**src/rtl/cim_pkg.sv**
```systemverilog
`default_nettype none
// +--------------------------------------------------------------------+
// | cim_pkg : shared types and constants for the CNN layer pipeline     |
// | Rev 1.0                                                             |
// +--------------------------------------------------------------------+
package cim_pkg;

  localparam int DATATYPE_SIZE = 2;

  typedef enum logic [1:0] {
    ST_IDLE  = 2'd0,
    ST_ACCUM = 2'd1,
    ST_HOLD  = 2'd2
  } argmax_state_t;

endpackage
`default_nettype wire

```
**src/rtl/argmax_layer_if.sv**
```systemverilog
`default_nettype none
// +--------------------------------------------------------------------+
// | argmax_layer_if : element stream in, classification result out     |
// | Rev 1.0                                                             |
// +--------------------------------------------------------------------+
interface argmax_layer_if #(
  parameter int datatype_size = 2,
  parameter int idx_width     = 4
);
  logic                     i_we;
  logic [datatype_size-1:0] i_data;
  logic                     i_ack;
  logic                     o_busy;
  logic                     o_valid;
  logic [idx_width-1:0]     o_class;
  logic [datatype_size-1:0] o_max;
  logic                     o_overrun;

  modport master (
    output i_we, i_data, i_ack,
    input  o_busy, o_valid, o_class, o_max, o_overrun
  );

  modport slave (
    input  i_we, i_data, i_ack,
    output o_busy, o_valid, o_class, o_max, o_overrun
  );
endinterface
`default_nettype wire

```
**src/rtl/argmax_layer.sv**
```systemverilog
`default_nettype none
// +--------------------------------------------------------------------+
// | argmax_layer : running max/index over a serial activation stream   |
// | Rev 1.0                                                             |
// +--------------------------------------------------------------------+
module argmax_layer
  import cim_pkg::*;
#(
  parameter int output_size   = 10,
  parameter int datatype_size = cim_pkg::DATATYPE_SIZE,
  parameter int idx_width     = (output_size > 1) ? $clog2(output_size) : 1
) (
  input  wire logic     clk,
  input  wire logic     rst,
  argmax_layer_if.slave bus
);

  localparam logic [idx_width:0] C_LAST = (idx_width+1)'(output_size - 1);
  localparam logic [idx_width:0] C_ONE  = (idx_width+1)'(1);

  argmax_state_t            r_state;
  argmax_state_t            w_next;
  logic [datatype_size-1:0] r_max_val;
  logic [idx_width-1:0]     r_max_idx;
  logic [idx_width:0]       r_cnt;
  logic                     r_overrun;

  always_ff @(posedge clk or posedge rst) begin
    if (rst) r_state <= ST_IDLE;
    else     r_state <= w_next;
  end

  always_comb begin
    w_next = r_state;
    case (r_state)
      ST_IDLE: begin
        if (bus.i_we) w_next = (output_size == 1) ? ST_HOLD : ST_ACCUM;
      end
      ST_ACCUM: begin
        if (bus.i_we && (r_cnt == C_LAST)) w_next = ST_HOLD;
      end
      ST_HOLD: begin
        if (bus.i_ack) w_next = ST_IDLE;
      end
      default: w_next = ST_IDLE;
    endcase
  end

  // Strict '>' keeps the earliest index on ties.
  always_ff @(posedge clk or posedge rst) begin
    if (rst) begin
      r_max_val <= '0;
      r_max_idx <= '0;
      r_cnt     <= '0;
      r_overrun <= 1'b0;
    end else begin
      case (r_state)
        ST_IDLE: begin
          if (bus.i_we) begin
            r_max_val <= bus.i_data;
            r_max_idx <= '0;
            r_cnt     <= C_ONE;
          end
        end
        ST_ACCUM: begin
          if (bus.i_we) begin
            if (bus.i_data > r_max_val) begin
              r_max_val <= bus.i_data;
              r_max_idx <= r_cnt[idx_width-1:0];
            end
            r_cnt <= r_cnt + C_ONE;
          end
        end
        ST_HOLD: begin
          if (bus.i_we)  r_overrun <= 1'b1;
          if (bus.i_ack) r_cnt     <= '0;
        end
        default: ;
      endcase
    end
  end

  assign bus.o_busy    = (r_state == ST_HOLD);
  assign bus.o_valid   = (r_state == ST_HOLD);
  assign bus.o_class   = r_max_idx;
  assign bus.o_max     = r_max_val;
  assign bus.o_overrun = r_overrun;

endmodule
`default_nettype wire

```
**src/flat_wrapper.sv**
```systemverilog
// flat-port wrapper written by rule: the top's interface ports become plain ports
module argmax_layer_flat import cim_pkg::*;
#(
  parameter int output_size   = 10,
  parameter int datatype_size = cim_pkg::DATATYPE_SIZE,
  parameter int idx_width     = (output_size > 1) ? $clog2(output_size) : 1
)
  (clk, rst, bus_i_we, bus_i_data, bus_i_ack, bus_o_busy, bus_o_valid, bus_o_class, bus_o_max, bus_o_overrun);
  argmax_layer_if #(.datatype_size(datatype_size), .idx_width(idx_width)) bus_i ();
  input  wire logic clk;
  input  wire logic rst;
  input wire logic [$bits(bus_i.i_we)-1:0] bus_i_we;
  input wire logic [$bits(bus_i.i_data)-1:0] bus_i_data;
  input wire logic [$bits(bus_i.i_ack)-1:0] bus_i_ack;
  output wire logic [$bits(bus_i.o_busy)-1:0] bus_o_busy;
  output wire logic [$bits(bus_i.o_valid)-1:0] bus_o_valid;
  output wire logic [$bits(bus_i.o_class)-1:0] bus_o_class;
  output wire logic [$bits(bus_i.o_max)-1:0] bus_o_max;
  output wire logic [$bits(bus_i.o_overrun)-1:0] bus_o_overrun;
  assign bus_i.i_we = bus_i_we;
  assign bus_i.i_data = bus_i_data;
  assign bus_i.i_ack = bus_i_ack;
  assign bus_o_busy = bus_i.o_busy;
  assign bus_o_valid = bus_i.o_valid;
  assign bus_o_class = bus_i.o_class;
  assign bus_o_max = bus_i.o_max;
  assign bus_o_overrun = bus_i.o_overrun;
  argmax_layer #(.output_size(output_size), .datatype_size(datatype_size), .idx_width(idx_width)) u_core (.clk(clk), .rst(rst), .bus(bus_i));
endmodule
```
**config.mk**
```make
export PLATFORM = sky130hd
export DESIGN_NAME = argmax_layer_flat
export DESIGN_NICKNAME = d
export VERILOG_FILES = /design/src/rtl/cim_pkg.sv /design/src/rtl/argmax_layer_if.sv /design/src/rtl/argmax_layer.sv /design/src/flat_wrapper.sv
export SDC_FILE = /design/constraint.sdc
export NUM_CORES = 1
export LEC_CHECK = 0
export ABC_CLOCK_PERIOD_IN_PS = 2100
export BUFFER_PORTS_ARGS = -buffer_cell sky130_fd_sc_hd__clkbuf_2
export CELL_PAD_IN_SITES_DETAIL_PLACEMENT = 0
export CELL_PAD_IN_SITES_GLOBAL_PLACEMENT = 2
export CORE_MARGIN = 2
export CORE_UTILIZATION = 25
export CTS_CLUSTER_SIZE = 28
export DETAILED_ROUTE_END_ITERATION = 6
export PLACE_DENSITY_LB_ADDON = 0.1
export SETUP_SLACK_MARGIN = 0.1
export SYNTH_ARGS = -nofsm -noshare
export SYNTH_HDL_FRONTEND = slang
export SYNTH_SLANG_ARGS = --single-unit
```
**constraint.sdc**
```tcl
create_clock -name clk -period 2.1 [get_ports clk]
set_clock_uncertainty 0.2 [all_clocks]
set_input_delay 0.21 -clock clk [delete_from_list [all_inputs] [get_ports clk]]
set_output_delay 0.21 -clock clk [all_outputs]
set_load 0.03 [all_outputs]
```
### Yosys cells after proc, flatten, opt, wreduce, memory -nomap -nowiden

Cells that the tools add are included.

| word-level totals | value |
|---|---|
| register bits after elaboration | 14 |
| input port bits | 6 |
| output and inout port bits | 9 |
| word-level logic and storage cells | 39 |

| operators by class | value |
|---|---|
| add/sub/neg operators | 1 |
| $lt $le $gt $ge | 1 |
| equality and inequality tests | 8 |
| muxes and demuxes | 16 |
| reductions and logical operators | 8 |

Operators with widths:

| cell | count |
|---|---|
| $mux 5 | 3 |
| $pmux 5 s3 | 1 |
| $mux 2 | 6 |
| $mux 4 | 3 |
| $pmux 4 s2 | 1 |
| $reduce_and 4->1 | 2 |
| $ne 2x2->1 const B | 3 |
| $pmux 2 s3 | 1 |
| $add 5x1->5 const B | 1 |
| $eq 5x4->1 const B | 1 |
| $ne 2x1->1 const B | 2 |
| $pmux 2 s2 | 1 |
| $reduce_and 3->1 | 1 |
| $reduce_bool 3->1 | 1 |
| $eq 2x1->1 const B | 1 |
| $eq 2x2->1 const B | 1 |
| $gt 2x2->1 | 1 |
| $logic_not 2->1 | 1 |
| $reduce_and 2->1 | 1 |
| $reduce_bool 2->1 | 1 |
| $logic_and 1x1->1 | 1 |

### Longest topological paths before layout

| logic depth | value |
|---|---|
| depth after elaboration | 4 |
| gate-level depth with buffers | 7 |

### Worst setup path before layout

No wires, ideal clock.

| timing path | value |
|---|---|
| path type | reg2reg |
| start point | register u_core.r_state[0] |
| end point | register u_core.r_cnt[4] |
| library setup time | 69 ps |
| data arrival time | 1646 ps |
| required time | 1831 ps |
| path slack | 185 ps |
| cell stages (with the launch flop) | 7 |
| cells stage by stage | dfrtp_1 -> inv_1 -> ha_1 -> nand2b_1 -> o211ai_4 -> or4_1 -> nand3_1 |

| on the way | value |
|---|---|
| cells in the longest elaborated chain, start to end | 3 |
| elaborated cells on any way between the ends | 9 |

Ends and longest elaborated chain:

| what | RTL line | text |
|---|---|---|
| start: declaration | argmax_layer.sv:21 | `argmax_state_t r_state;` |
| start signal: assignment | argmax_layer.sv:30 | `else r_state <= w_next;` |
| $eq 2x2->1 * | -- |  |
| net bus_o_busy | flat_wrapper.sv:15 | `output wire logic [$bits(bus_i.o_busy)-1:0] bus_o_busy;` |
| $ne 2x2->1 (no line) or $reduce_bool 3->1 (tied branches) | -- |  |
| $reduce_and 4->1 (no line) | -- |  |
| end signal: assignment | argmax_layer.sv:71 | `r_cnt <= r_cnt + C_ONE;` |
| end: declaration | argmax_layer.sv:25 | `logic [idx_width:0] r_cnt;` |

Mark *: on every way through the listed nets, which the timed path passes. The rest lies on a longest branch.
A chain may end at the register's enable or synchronous reset.

### Worst setup path after layout

| timing path | value |
|---|---|
| start point | input port bus_i_data[1] |
| end point | register u_core.r_max_val[0] (netlist: u_core.bus.o_max[0]) |

| on the way | value |
|---|---|
| cells in the longest elaborated chain, start to end | 3 |

Ends and longest elaborated chain:

| what | RTL line | text |
|---|---|---|
| start: declaration | flat_wrapper.sv:13 | `input wire logic [$bits(bus_i.i_data)-1:0] bus_i_data;` |
| $gt 2x2->1 | argmax_layer.sv:67 | `if (bus.i_data > r_max_val) begin` |
| $ne 2x1->1 (no line) | -- |  |
| $reduce_and 4->1 (no line) | -- |  |
| end signal: assignment | argmax_layer.sv:60 | `r_max_val <= bus.i_data;` |
| end signal: assignment | argmax_layer.sv:68 | `r_max_val <= bus.i_data;` |
| end: declaration | argmax_layer.sv:23 | `logic [datatype_size-1:0] r_max_val;` |

Every way passes these cells.

==> impl_metrics.csv <==
group,metric,value,unit
routing,drt-pass1-iter-count,3,
finish,layout.cells.non_filler,160,
sta,finalCriticalPeriod,1.92,ns
run_status,outcome,"finished, final reports clean",
clock_tree,clk_pin_slew,0.09,ns
routing,via_count,714,
logic_synthesis,synth_top_area_share,40.1,%
logic_synthesis,ys_types,31,
finish,fin_util,32.6,%
clock_tree,cts_tree,"built",
die,ios,15,
die,initial_utilization,26.2,%
sta,report.final.slew_viol_count,0,
setup_path,path_max_fanout,2,
placed_design,portBuffers,14,
global_routing,antenna_found_initial,0,
logic_synthesis,synth_area_leader_cell,"dfrtp_1",
die,die_h,63.1,um
sta,fin_tns_setup,0,ns
routing,drcViolationCount,0,
setup_path,cp.required,2.06,ns
setup_path,arrival,1.88,ns
pwr,cellLeakagePower,0.520,nW
die,rows,21,
setup_path,critPathKind,"primary input to register",
logic_synthesis,synth_warnings,0,
placed_design,place_inst,153,
clock_tree,cts.sinks,14,
global_routing,grt_pass1_vias,711,
setup_path,start_kind,"primary input",
sta,worst_pin_slew,0.574,ns
run,drv_cap,0,
global_routing,gr-usage-all-layers,10.8,%
clock_tree,clkLatencyLatePin,0.28,ns
sta,rsz0062_at_grt,"no",
setup_path,end_kind,"register",
logic_synthesis,yosysSeqAreaShare,40.1,%
finish,layout.nets,129,
finish,diodes,0,
pwr,peakVddDrop,0.249,mV
logic_synthesis,ys_ff_latch,14,
logic_synthesis,yosys-top-cells-area,"dfrtp_1, ha_1, nand3_1",
logic_synthesis,synth_cells,91,
finish,drive_gt1_share,27.2,%
routing,vias_per_cell,4.46,
global_routing,grt_overflow_total,0,
die,coreArea,0.00334,mm2
placed_design,gp_congestion,0.646,
sta,hold_viol_final,0,
global_routing,grt_pass1_wl,3310,um
setup_path,rrSetupSlack,0.23,ns
logic_synthesis,synth_area_per_cell,9.61,um2
clock_tree,cts_made_buffers,3,
pwr,powerDensity,1190,mW/mm2
die,dieArea,0.00399,mm2
sta,period_share,91.3,%
routing,drt_wl_total,1920,um
sta,fmax,0.521,GHz
sta,setup_viol,0,
clock_tree,cts_buffer_depth,2,
routing,postRouteAntennaNets,0,
clock_tree,clockRootBuffer,"clkbuf_4",
logic_synthesis,synth_nets,105,
routing,drt_iter0_drc,9,
sta,max-slew-margin-rel,61.7,%
min_path,hold_path_class,"primary input to register",
finish,area_growth,24.5,%
placed_design,dp_hpwl,1460,um
routing,wire_per_inst,12.0,um
die,dieWidth,63.1,um
logic_synthesis,mappedNetlistArea,875,um2
global_routing,grt_max_degree,15,
clock_tree,h-tree-depth,1,
-- per-stage QoR --
stage | hold slack (ns) | total power (W) | worst slack (ns) | instance area [um2]
finish | 0.154 | 0.00129 | 0.182 | 1090
global route | 0.168 | 0.00142 | 0.103 | 1090
CTS | 0.150 | 0.00132 | 0.121 | 1090
detailed placement | 0.0854 | 0.00111 | 0.151 | 1020
global placement | 0.102 | 0.00111 | 0.209 | 1020
floorplan | -0.101 | 0.000903 | 0.185 | 875
-- worst max-delay path, cell delays in order --
cell and delay [ns]:
dlygate4sd3_1 0.54, clkbuf_2 0.11, ha_1 0.27, nor2b_1 0.14, o2111ai_1 0.16, nand2_1 0.12
mux2_1 0.32
-- cell families after synthesis --
kind of cell	after synthesis	share of synthesized area (%)
AOI/OAI and AO/OA	17	14.6
adders and majority gates	8	11.4
buffers and inverters	12	6.72
DFF	14	40.1
muxes	4	5.01
and+or+nand+nor	36	22.2
-- cell usage after synthesis --
master	n
a21o_1	1
a21oi_2	1
buf_2	1
buf_4	1
buf_6	1
clkbuf_1	1
clkinv_2	1
dfrtp_1	14
ha_1	8
inv_1	7
mux2_1	2
mux2_2	1
mux2i_1	1
nand2_1	12
nand2b_1	2
nand3_1	11
nand3b_1	1
nand4_1	1
nor2_1	2
nor2_4	1
nor2b_1	2
o2111ai_1	1
o211ai_1	4
o211ai_4	1
o21ai_0	5
o21ai_1	2
o22a_1	1
o31ai_1	1
or2b_1	1
or4_1	2
or4b_4	1
-- flip-flops by register name (all words and copies together) (netlist names) --
signal and flops:
u_core.r_cnt 5, u_core.bus.o_class 4, u_core.bus.o_overrun 1, u_core.bus.o_max 2, u_core.r_state 2
-- repair_timing --
item / in CTS / in global routing
gates resized for setup: 0 / 1
hold endpoints to repair: 16 / 0
setup endpoints to repair: 0 / 3
hold buffers: 3 / 0
buffers inserted: 0 / 0
-- routing by layer --
layer  part of all wire, %  routed length, um  up-vias  track usage (%)
met5                     0                  0        -                0
met1                    47                911      341             13.4
met4                   1.1                 22        0             5.83
met3                   3.5                 68        2             2.86
met2                    48                920        9             17.2
li1                      -                  -      362                -
-- cell type report --
| class | instances | area (um2) |
|---|---|---|
| tap | 46 | 57.6 |
| fill | 361 | 2250 |
| sequential | 14 | 350 |
| clock buffer | 4 | 36.3 |
| inverter | 8 | 31.3 |
| multi-input combinational | 65 | 468 |
| timing repair buffer | 23 | 145 |
-- power breakdown --
group	leakage, nW	switching [W]	internal [W]
Sequential	0.183	0.0000607	0.000348
Combinational	0.316	0.000411	0.000275
Clock	0.0210	0.0000914	0.000105
-- path summary, 6_finish.rpt --
kind | start | endpoint | cells after the start
min in group asynchronous | rst | u_core.bus.o_max[1] | 3
min reg2reg | u_core.bus.o_overrun | u_core.bus.o_overrun | 1
max in group asynchronous | rst | u_core.bus.o_class[3] | 3
max | bus_i_data[1] | u_core.bus.o_max[0] | 7
min | bus_i_we | u_core.bus.o_overrun | 2
max reg2reg | u_core.r_state[1] | u_core.r_cnt[4] | 6
-- cell usage in the layout, fill, tap and decap left out --
master	instances
dlygate4sd3_1	3
inv_1	7
o211ai_1	4
nand4_1	1
o211ai_4	1
ha_1	7
o22a_1	1
ha_2	1
or4b_4	1
nand3b_1	1
buf_4	6
mux2_1	2
a21o_1	1
or2b_1	1
clkinv_2	1
a21oi_2	1
o2111ai_1	1
nor2_4	1
o21ai_0	5
nor2b_1	2
o31ai_1	1
nor2_1	2
nand2_1	12
clkbuf_2	14
clkbuf_8	1
or4_1	2
o21ai_1	2
dfrtp_1	14
mux2_2	1
nand3_1	11
mux2i_1	1
nand2b_1	2
clkbuf_4	3
Power figures use the tool's default switching activity.
